[src/rtl/switch_debouncer_if.sv]
// Switch conditioner signal bundle.
//   switches_raw   : raw pins into the conditioner (async to clock)
//   switches_clean : debounced level
//   rise / fall    : one-cycle per-bit edge strobes
//   any_change     : OR of all strobes
//   tick           : prescaler strobe (debug / bench visibility)
// master = the side that drives the pins, slave = the conditioner itself.
interface switch_debouncer_if #(
    parameter int WIDTH = 16
);
    logic [WIDTH-1:0] switches_raw;
    logic [WIDTH-1:0] switches_clean;
    logic [WIDTH-1:0] rise;
    logic [WIDTH-1:0] fall;
    logic             any_change;
    logic             tick;

    modport master (
        output switches_raw,
        input  switches_clean, rise, fall, any_change, tick
    );

    modport slave (
        input  switches_raw,
        output switches_clean, rise, fall, any_change, tick
    );
endinterface

[src/rtl/switch_debouncer.sv]
// Debounces WIDTH switch/button pins with a shared sample-tick prescaler.
// Each bit is synchronised through SYNC_STAGES flops, then must disagree
// with its clean level for STABLE_TICKS consecutive ticks before the new
// level is accepted. Accepting a level fires a one-cycle rise/fall strobe
// that lines up with the clean-level update.
// Ports:
//   clock   : sole clock, rising edge
//   clear_n : async active-low reset (deassert synchronised by the board)
//   sw      : slave side of switch_debouncer_if (raw in, clean/strobes out)
module switch_debouncer #(
    parameter int WIDTH        = 16,
    parameter int SYNC_STAGES  = 2,
    parameter int TICK_CYCLES  = 100000,
    parameter int STABLE_TICKS = 10
) (
    input  logic              clock,
    input  logic              clear_n,
    switch_debouncer_if.slave sw
);
    localparam int PC_W  = $clog2(TICK_CYCLES);
    localparam int CNT_W = $clog2(STABLE_TICKS + 1);

    logic [SYNC_STAGES-1:0][WIDTH-1:0] sync_q, sync_d;
    logic [PC_W-1:0]                   pc_q, pc_d;
    logic [WIDTH-1:0][CNT_W-1:0]       cnt_q, cnt_d;
    logic [WIDTH-1:0]                  clean_q, clean_d;
    logic [WIDTH-1:0]                  rise_q, rise_d;
    logic [WIDTH-1:0]                  fall_q, fall_d;
    logic [WIDTH-1:0]                  s;
    logic                              tick;

    assign s    = sync_q[SYNC_STAGES-1];
    // pc resets to 0 and TICK_CYCLES >= 2, so tick is low during reset.
    assign tick = (pc_q == PC_W'(TICK_CYCLES - 1));

    always_comb begin
        sync_d[0] = sw.switches_raw;
        for (int k = 1; k < SYNC_STAGES; k++) begin
            sync_d[k] = sync_q[k-1];
        end
    end

    always_comb begin
        pc_d = tick ? '0 : pc_q + PC_W'(1);
    end

    always_comb begin
        cnt_d   = cnt_q;
        clean_d = clean_q;
        rise_d  = '0;
        fall_d  = '0;
        for (int i = 0; i < WIDTH; i++) begin
            if (s[i] == clean_q[i]) begin
                // Agreement on any cycle (tick or not) restarts the count,
                // so a single-cycle bounce back discards all progress.
                cnt_d[i] = '0;
            end else if (tick && cnt_q[i] == CNT_W'(STABLE_TICKS - 1)) begin
                clean_d[i] = s[i];
                cnt_d[i]   = '0;
                rise_d[i]  = s[i];
                fall_d[i]  = ~s[i];
            end else if (tick) begin
                cnt_d[i] = cnt_q[i] + CNT_W'(1);
            end
        end
    end

    always_ff @(posedge clock or negedge clear_n) begin
        if (!clear_n) begin
            sync_q  <= '0;
            pc_q    <= '0;
            cnt_q   <= '0;
            clean_q <= '0;
            rise_q  <= '0;
            fall_q  <= '0;
        end else begin
            sync_q  <= sync_d;
            pc_q    <= pc_d;
            cnt_q   <= cnt_d;
            clean_q <= clean_d;
            rise_q  <= rise_d;
            fall_q  <= fall_d;
        end
    end

    assign sw.switches_clean = clean_q;
    assign sw.rise           = rise_q;
    assign sw.fall           = fall_q;
    assign sw.any_change     = |(rise_q | fall_q);
    assign sw.tick           = tick;
endmodule

[src/flat_wrapper.sv]
// flat-port wrapper written by rule: the top's interface ports become plain ports
module switch_debouncer_flat 
#(
    parameter int WIDTH        = 16,
    parameter int SYNC_STAGES  = 2,
    parameter int TICK_CYCLES  = 100000,
    parameter int STABLE_TICKS = 10
)
  (clock, clear_n, sw_switches_raw, sw_switches_clean, sw_rise, sw_fall, sw_any_change, sw_tick);
  switch_debouncer_if #(.WIDTH(WIDTH)) sw_i ();
  input  logic clock;
  input  logic clear_n;
  input wire logic [$bits(sw_i.switches_raw)-1:0] sw_switches_raw;
  output wire logic [$bits(sw_i.switches_clean)-1:0] sw_switches_clean;
  output wire logic [$bits(sw_i.rise)-1:0] sw_rise;
  output wire logic [$bits(sw_i.fall)-1:0] sw_fall;
  output wire logic [$bits(sw_i.any_change)-1:0] sw_any_change;
  output wire logic [$bits(sw_i.tick)-1:0] sw_tick;
  assign sw_i.switches_raw = sw_switches_raw;
  assign sw_switches_clean = sw_i.switches_clean;
  assign sw_rise = sw_i.rise;
  assign sw_fall = sw_i.fall;
  assign sw_any_change = sw_i.any_change;
  assign sw_tick = sw_i.tick;
  switch_debouncer #(.WIDTH(WIDTH), .SYNC_STAGES(SYNC_STAGES), .TICK_CYCLES(TICK_CYCLES), .STABLE_TICKS(STABLE_TICKS)) u_core (.clock(clock), .clear_n(clear_n), .sw(sw_i));
endmodule
[config.mk]
export PLATFORM = sky130hd
export DESIGN_NAME = switch_debouncer_flat
export DESIGN_NICKNAME = d
export VERILOG_FILES = /design/src/rtl/switch_debouncer_if.sv /design/src/rtl/switch_debouncer.sv /design/src/flat_wrapper.sv
export SDC_FILE = /design/constraint.sdc
export NUM_CORES = 1
export LEC_CHECK = 0
export BUFFER_PORTS_ARGS = -buffer_cell sky130_fd_sc_hd__buf_2
export CORE_MARGIN = 5
export CORE_UTILIZATION = 60
export CTS_BUF_LIST = sky130_fd_sc_hd__clkbuf_8
export CTS_CLUSTER_SIZE = 8
export DETAILED_ROUTE_END_ITERATION = 16
export GPL_ROUTABILITY_DRIVEN = 0
export PLACE_DENSITY = 0.78
export SLEW_MARGIN = 10
export SYNTH_ARGS = -nofsm -noshare
export SYNTH_HDL_FRONTEND = slang
export SYNTH_SLANG_ARGS = --single-unit
export TNS_END_PERCENT = 5
[constraint.sdc]
create_clock -name clock -period 3.67 [get_ports clock]
set_clock_uncertainty 0.1 [all_clocks]
set_input_delay 0.367 -clock clock [delete_from_list [all_inputs] [get_ports clock]]
set_output_delay 0.367 -clock clock [all_outputs]
set_load 0.02 [all_outputs]
### Yosys cells after proc, flatten, opt, wreduce, memory -nomap -nowiden

Cells that the tools add are included.

* input port bits: 18
* register bits: 161

* reductions and logical operators: 49
* bitwise logic cells: 33
* equality and inequality tests: 33
* add/sub/neg operators: 17
* muxes and demuxes: 113

Operators with widths (count)
* $mux W4: 48
* $add A4 B1 Y4 const B: 16
* $eq A4 B4 Y1 const B: 16
* $mux W1: 64
* $reduce_bool A3 Y1: 16
* $not A1 Y1: 32
* $reduce_and A2 Y1: 16
* $add A17 B1 Y17 const B: 1
* $eq A17 B17 Y1 const B: 1
* $mux W17: 1
* $eq A1 B1 Y1: 16
* $logic_and A1 B1 Y1: 16
* $or A16 B16 Y16: 1
* $reduce_or A16 Y1: 1

### Depth between registers and ports, before layout

Gate-level depths: netlist of the first run.

* depth after elaboration: 4
* mapped depth: 8
* depth with buffers taken out: 6

### Worst setup path before layout of the first run

No wires, ideal clock.

* kind: register to output
* start point: reg u_core.pc_q[5]
* end point: out sw_tick
* cell stages (with the launch flop): 8
* path buffers: 4
* path slack: 1.664 ns
* data arrival time: 1.539 ns
* path through: dfrtp_1 -> and4b_1 -> buf_6 -> nand2_4 -> buf_6 -> buf_6 -> nor2_2 -> buf_2

* word-level cells in the longest chain between the ends: 1

Ends and longest elaborated chain
* start, declared: RTL line switch_debouncer.sv:24 `logic [PC_W-1:0] pc_q, pc_d;`
* start signal, assigned: RTL line switch_debouncer.sv:78 `pc_q <= pc_d;`
* $eq A17 B17 Y1: RTL line switch_debouncer.sv:34 `assign tick = (pc_q == PC_W'(TICK_CYCLES - 1));`
* end, declared: RTL line flat_wrapper.sv:18 `output wire logic [$bits(sw_i.tick)-1:0] sw_tick;`

Every way passes these cells.

### Final worst setup path of the first run

* start point: reg u_core.pc_q[0]
* end point: out sw_tick

Same word-level chain as after synthesis.

==> flow_summary.ini, run 1 <==
[synth]
synth.distinct_cells = 36
seq_area_frac_synth = 0.545
ys.warnings.count = 0
synth_cells = 664
synth_area_per_cell_um2 = 11.1
syn_nets = 715
ys_ff_latch = 161
syn-cell-area_mm2 = 0.00740

[global_route]
grt_pass1_vias = 5657
grt_overflow = 0
use_met2 = 0.361
grt.total_usage = 0.224
grt_max_degree = 125
antenna_found_initial = 0
grt-busiest-layer = met2
grt_first_pass_wirelength_um = 26500
grtUsageMet3 = 0.0513
grtUsageMet1 = 0.287

[timing]
setup_viol = 0
rsz0062_at_grt = false
fin_crit_sh = 0.823
setup_tns_ns = 0
maxSlewViolCount = 0
worst_pin_slew_ns = 1.11
fmax_mhz = 331
hold_viol = 25
fin_hold_ws_ns = -0.0598
fin_crit_ns = 3.02
slew_headroom = 0.261

[die]
rows = 40
die_w_um = 121
start_util = 0.613
core_mm2 = 0.0121
design.portCount = 68
die_area_mm2 = 0.0146
dieHeight_um = 121

[clock_tree]
cts-root-buf = clkbuf_8
cts_tree = built
clk_latency_ns = 0.46
cts_made_buffers = 17
htreeDepth = 4
clk_path_buf_depth = 2
clk_pin_slew_ns = 0.08
cts.sinks = 161
post_cts_resize_count = 0

[drt]
num_vias = 5499
drc_errors = 0
ant_nets = 0
dr.first_iter.drc_count = 388
via_per_inst = 5.96
drtPass1Iterations = 4
drt-total-wl_um = 15200
wl_per_cell_um = 16.5

[cells_and_area]
fin_util = 0.704
antennaDiodeCount = 0
layout_commonest_cell = dfrtp_1
area_delta_synth_final_pct = 14.9
drive_above_1_share = 0.177
final_nets = 793
final_cell_mix = dfrtp_1 (161), nand3_1 (68), buf_2 (66), a21oi_1 (50), o31ai_1 (34)
instances_no_fill = 923

[status]
status = complete, but fails checks
violations = hold timing

[setup_path]
crit_type = flop to output port
cp-end-kind = output port
cp_max_fo = 81
crit_arrival_ns = 2.55
startpoint_type = flop
critPathRequiredTime_ns = 3.20

[worst_hold_path]
min_path_type = input pin to async pin

[job]
max_cap_viol_count = 0

[placement]
place_inst = 875
post-dp-hpwl_um = 9830
port_buffers = 67

[power_and_ir_drop]
leakage_uw = 0.00382
p_per_area_mw_per_mm2 = 400
irDropWorstVdd_mv = 0.302
-- cells in the mapped netlist --
cell type	count	area [um^2]
a21oi_1	50	250
and2_1	2	12.5
and2_2	1	7.51
and3_1	3	18.8
and3b_1	16	140
and4_1	1	8.76
and4b_1	1	10.0
buf_1	4	15.0
buf_2	12	60.1
buf_6	5	56.3
clkbuf_1	12	45.0
clkbuf_2	1	5.00
dfrtp_1	161	4030
ha_1	33	413
inv_1	18	67.6
mux2_2	16	180
nand2_1	4	15.0
nand2_4	1	11.3
nand3_1	68	340
nand4_1	23	144
nand4_4	1	21.3
nor2_1	24	90.1
nor2_2	1	6.26
nor2b_1	17	106
nor3_1	17	85.1
nor3_2	1	10.0
nor3b_1	32	240
nor4_1	8	50.1
nor4b_4	1	23.8
o21ai_0	32	160
o31ai_1	34	255
or2_2	1	6.26
or4_1	33	248
or4b_1	1	10.0
xnor2_1	22	193
xor2_1	7	61.3
-- state kept, by name, summed over array words and instances (netlist names) --
name / cells
u_core.sw.switches_clean: 16
u_core.sync_d: 16
u_core.cnt_q: 64
u_core.s: 16
u_core.sw.rise: 16
u_core.pc_q: 17
u_core.sw.fall: 16
-- routing by layer --
metal	share of wire	vias up
met5	0	-
met4	0.023	0
met3	0.049	29
met2	0.49	128
met1	0.43	2748
li1	-	2594
-- metrics by stage --
step	hold slack [ns]	power (uW)	cell area (um^2)	worst slack, ns
6_report	-0.0598	3390	8500	0.651
5_1_grt	0.0654	3510	8500	0.410
4_1_cts	0.0149	3430	8500	0.601
3_5_place_dp	0.235	1910	7860	1.09
3_3_place_gp	0.232	1900	7860	1.20
2_1_floorplan	-0.0286	1850	7400	1.66
-- power by group --
group,leakage (uW),switching [uW],internal [uW]
registers,0.00216,12.4,1790
logic,0.00141,50.5,27.5
clock network,0.000243,646,868
-- area by class of cell --
type,count,area (um^2)
sequential,161,4030
timing repair buffer,93,589
multi-input combinational,451,3120
clock inverter,12,204
fill,865,3570
inverter,18,67.6
tap,168,210
clock buffer,20,275
-- worst paths after layout --
path                                   startpoint                 end  slack [ns]  cells past startpoint
max in group asynchronous                 clear_n         u_core.s[3]        2.55                      2
worst max register to register     u_core.pc_q[0]     u_core.cnt_q[5]        1.09                      7
worst min register to register  u_core.sync_d[23]         u_core.s[7]        0.25                      0
worst max-delay path               u_core.pc_q[0]             sw_tick        0.65                      6
worst min-delay path                      clear_n  u_core.sw.fall[15]       -0.06                      1
min in group clock              u_core.sync_d[23]         u_core.s[7]        0.25                      0
-- critical path, stage by stage, from the launching register on --
cell and delay (ns):
dfrtp_1 0.38, ha_1 0.19, and2_1 0.31, nand4_4 0.12, buf_4 0.33, nor2_2 0.50
buf_2 0.26
-- cell families after synthesis --
group | count (synthesis) | share of synthesized area
AND/OR/NAND/NOR | 257 | 0.217
flip-flops | 161 | 0.545
AO/OA/AOI/OAI | 116 | 0.0900
buffers and inverters | 52 | 0.0337
adder cells (fa/ha/maj) | 33 | 0.0558
XOR/XNOR | 29 | 0.0343
multiplexers | 16 | 0.0244
-- repair_timing --
action | CTS | global route
endpoints found under the setup margin | 0 | 0
hold buffers | 16 | 0
hold endpoints to repair | 16 | 0
buffers inserted | 0 | 0
No activity file was read; power rests on OpenSTA's default activity.
==> run 2, diff against run 1 <==
==> constraint.sdc (replaced) <==
create_clock -name clock -period 3 [get_ports clock]
set_clock_uncertainty 0.1 [all_clocks]
set_input_delay 0.3 -clock clock [delete_from_list [all_inputs] [get_ports clock]]
set_output_delay 0.3 -clock clock [all_outputs]
set_load 0.02 [all_outputs]
==> flow_summary.ini, run 2 (same netlist as run 1, synthesis figures left out) <==
[global_route]
grt_first_pass_wirelength_um = 27900
grt_pass1_vias = 5830
grt_max_degree = 78
grt_overflow = 0
grt.total_usage = 0.239
antenna_found_initial = 0

[cells_and_area]
antennaDiodeCount = 0
instances_no_fill = 929
design_area_mm2 = 0.00847
multiInputGateArea_mm2 = 0.00312
final_nets = 800
seq_area_mm2 = 0.00403
fillCellCount = 879
drive_above_1_share = 0.179
reg.largest.list = u_core.cnt_q: 64 flops, u_core.pc_q: 17 flops
area_delta_synth_final_pct = 14.5
largest_reg_flops = 64
largest_register = u_core.cnt_q
layout_commonest_cell = dfrtp_1
final_cell_mix = dfrtp_1 (161), nand3_1 (68), buf_2 (66), a21oi_1 (50), o31ai_1 (34)

[placement]
port_buffers = 67
place_area_mm2 = 0.00790
place_inst = 881
post-dp-hpwl_um = 10600
post-place-ws_ns = 0.520

[clock_tree]
post_cts_buffers = 0
clk_path_buf_depth = 2
cts.sinks = 161
cts_tree = built
cts-root-buf = clkbuf_8
cts_made_buffers = 17
post_cts_resize_count = 0
cts_hold_buf = 17
clk_latency_ns = 0.47
htreeDepth = 4
clk_pin_slew_ns = 0.08

[drt]
wl_per_cell_um = 17.6
drt-total-wl_um = 16300
ant_nets = 0
drtPass1Iterations = 5
dr.first_iter.drc_count = 586
via_per_inst = 6.04
drc_errors = 0
num_vias = 5610

[setup_path]
startpoint_type = flop
cp.depth = 5
cpMaxStageDelayCell = nand2_4
critPathRequiredTime_ns = 2.60
crit_arrival_ns = 2.32
crit_type = flop to output port
cp_max_fo = 65
cp_slowest_stage_delay_ns = 0.41
cp-endpoint = sw_tick
r2r_cells = 6
crit_family = simple AND/OR/NAND/NOR gates
worstSetupStartpoint = u_core.pc_q[9]
reg2reg_from = u_core.pc_q[0]
cp-end-kind = output port
regToRegSetupSlack_ns = 0.49
r2r_end = u_core.sw.switches_clean[1]
path_buf_inv = 2
crit_chain = and2_2, buf_4, nand2_4, nor2_2, buf_2

[timing]
setup_tns_ns = 0
fin_crit_sh = 0.907
maxSlewViolCount = 0
setup_ws_ns = 0.280
fmax_mhz = 368
fin_crit_ns = 2.72
rsz0062_at_grt = false
slew_headroom = 0.507
setup_viol = 0
hold_viol = 0
worst_pin_slew_ns = 0.732

[job]
max_cap_viol_count = 0

[die]
dieHeight_um = 121
start_util = 0.613
rows = 40
design.portCount = 68
die_w_um = 121
die_area_mm2 = 0.0146
core_mm2 = 0.0121

[status]
status = completed

[power_and_ir_drop]
irDropWorstVdd_mv = 0.413
p_per_area_mw_per_mm2 = 462
leakage_uw = 0.00381

[worst_hold_path]
min_path_cells = 0
min_path_type = flop to flop
[run 2: changes by cell type in the layout (fill, tap and decap cells not counted), sizes merged]
cell / change
dlygate4sd3: +1
clkinvlp: +3
clkinv: -2
buf: +6
inv: +2
clkbuf: -2
bufinv: -2
[run 2: how the worst min path moves through the flow]
stage	start	to	slack, ns
finish	u_core.sync_d[17]	u_core.s[1]	0.25
global route	u_core.sync_d[22]	u_core.s[6]	0.26
CTS	u_core.sync_d[17]	u_core.s[1]	0.25
detailed placement	u_core.sync_d[29]	u_core.s[13]	0.24
global placement	u_core.sync_d[31]	u_core.s[15]	0.23
floorplan	clear_n	u_core.cnt_q[0]	-0.1
[run 2: layout make-up]
cell class,instances,share of cell area
well taps,168,0.0248
inverters,18,0.00798
repair buffers,100,0.0761
flip-flops and latches,161,0.476
clock buffers,18,0.0293
multi-input cells,451,0.369
clock inverters,13,0.0174
[run 2: power by group]
group,internal [uW],leakage (uW),switching (uW)
registers,2190,0.00216,15.0
clock network,826,0.000204,781
logic,36.3,0.00145,64.3
[run 2: layer usage]
layer	GRT usage	part of all wire	wire length, um	up-vias
li1	-	-	-	2607
met1	0.306	0.43	7050	2811
met2	0.404	0.51	8260	170
met3	0.0522	0.048	791	22
met4	0.0829	0.013	218	0
met5	0	0	0	-
[run 2: through the flow]
stage | total power [uW] | utilization | hold WS, ns
4_1_cts | 3930 | 0.702 | 0.253
6_report | 3910 | 0.702 | 0.250
5_1_grt | 4050 | 0.702 | 0.257
3_5_place_dp | 2330 | 0.655 | 0.236
3_3_place_gp | 2330 | 0.655 | 0.232
2_1_floorplan | 2270 | - | -0.0956
==> run 3, diff against run 2 <==
--- a/config.mk
+++ b/config.mk
@@ -6,6 +6,7 @@
 export NUM_CORES = 1
 export LEC_CHECK = 0
 export BUFFER_PORTS_ARGS = -buffer_cell sky130_fd_sc_hd__buf_2
+export CORE_ASPECT_RATIO = 1.75
 export CORE_MARGIN = 5
 export CORE_UTILIZATION = 60
 export CTS_BUF_LIST = sky130_fd_sc_hd__clkbuf_8
==> flow_summary.ini, run 3 (same netlist as run 1, synthesis figures left out) <==
[timing]
worst_pin_slew_ns = 0.602
setup_viol = 0
rsz0062_at_grt = false
maxSlewViolCount = 0
fin_crit_sh = 0.944
slew_headroom = 0.595
setup_tns_ns = 0
setup_ws_ns = 0.169
fin_hold_ws_ns = 0.255
fmax_mhz = 353
fin_crit_ns = 2.83
hold_viol = 0

[job]
max_cap_viol_count = 0

[clock_tree]
cts-root-buf = clkbuf_8
clk_path_buf_depth = 2
cts.sinks = 161
clk_latency_ns = 0.45
cts_made_buffers = 17
cts_tree = built
post_cts_resize_count = 0
htreeDepth = 4
clk_pin_slew_ns = 0.09

[cells_and_area]
largest_register = u_core.cnt_q
final_nets = 796
drive_above_1_share = 0.177
layout_commonest_cell = dfrtp_1
antennaDiodeCount = 0
reg.largest.list = u_core.cnt_q: 64 flops, u_core.pc_q: 17 flops
instances_no_fill = 923
area_delta_synth_final_pct = 14.2
largest_reg_flops = 64
final_cell_mix = dfrtp_1 (161), nand3_1 (68), buf_2 (66), a21oi_1 (50), o31ai_1 (34)

[global_route]
grt_first_pass_wirelength_um = 27400
grtUsageMet1 = 0.269
grt.total_usage = 0.233
antenna_found_initial = 0
grt-busiest-layer = met2
grt_overflow = 0
grt_max_degree = 66
grtUsageMet3 = 0.0399
use_met2 = 0.428
grt_pass1_vias = 5803

[power_and_ir_drop]
p_per_area_mw_per_mm2 = 456
power.total_uw = 3850
leakage_uw = 0.00379
irDropWorstVdd_mv = 0.361

[worst_hold_path]
min_path_type = flop to flop

[placement]
post-place-ws_ns = 0.628
place_inst = 874
port_buffers = 67
post-dp-hpwl_um = 10900

[setup_path]
crit_arrival_ns = 2.43
cpMaxStageDelayCell = and4b_1
crit_type = flop to output port
cp_slowest_stage_delay_ns = 0.51
cp-end-kind = output port
path_buf_inv = 2
crit_family = simple AND/OR/NAND/NOR gates
crit_chain = and4b_1, nand2_4, nor2_2, buf_4, buf_2
startpoint_type = flop
critPathRequiredTime_ns = 2.60
cp_max_fo = 65

[drt]
drt-total-wl_um = 16200
via_per_inst = 6.06
drtPass1Iterations = 5
num_vias = 5590
ant_nets = 0
drc_errors = 0
wl_per_cell_um = 17.6
dr.first_iter.drc_count = 336

[die]
start_util = 0.613
die_area_mm2 = 0.0147
core_mm2 = 0.0121
design.portCount = 68
dieHeight_um = 157
die_w_um = 93.9
rows = 53

[status]
status = completed
==> run 3: report_power, final <==
part | leakage [uW] | switching [uW] | internal, uW
sequential | 0.00216 | 15.2 | 2190
clock | 0.000194 | 832 | 714
combinational | 0.00144 | 63.7 | 37.3
==> run 3: final timing paths <==
kind	startpoint	to	slack, ns	cells after the start
setup / recovery	u_core.pc_q[5]	sw_tick	0.17	5
min in group asynchronous	clear_n	u_core.s[2]	0.28	2
hold / removal	u_core.sync_d[16]	u_core.s[0]	0.26	0
max in group asynchronous	clear_n	u_core.sw.switches_clean[9]	1.74	3
setup reg to reg	u_core.pc_q[8]	u_core.cnt_q[55]	0.58	5
hold reg to reg	u_core.sync_d[16]	u_core.s[0]	0.26	0
==> run 3: cell type report <==
cell class | count | area [um^2]
clock buffer | 19 | 262
clock inverter | 13 | 125
fill | 912 | 3620
inverter | 18 | 67.6
multi-input combinational | 451 | 3120
sequential | 161 | 4030
tap | 165 | 206
timing repair buffer | 96 | 639
==> run 3: layer usage <==
metal / up-vias / share of wire
li1: 2600 / -
met1: 2819 / 0.39
met2: 145 / 0.55
met3: 26 / 0.037
met4: 0 / 0.018
met5: - / 0
==> run 3: stage by stage <==
stage	area (um^2)	util
after global routing	8450	0.700
after detailed placement	7890	0.654
after CTS	8450	0.700
after floorplan	7400	-
final	8450	0.700
after global placement	7890	0.654
==> run 3: repair_timing <==
action,4_1_cts,5_1_grt
hold buffers,17,0
hold endpoints to repair,70,0
setup buffers,0,0
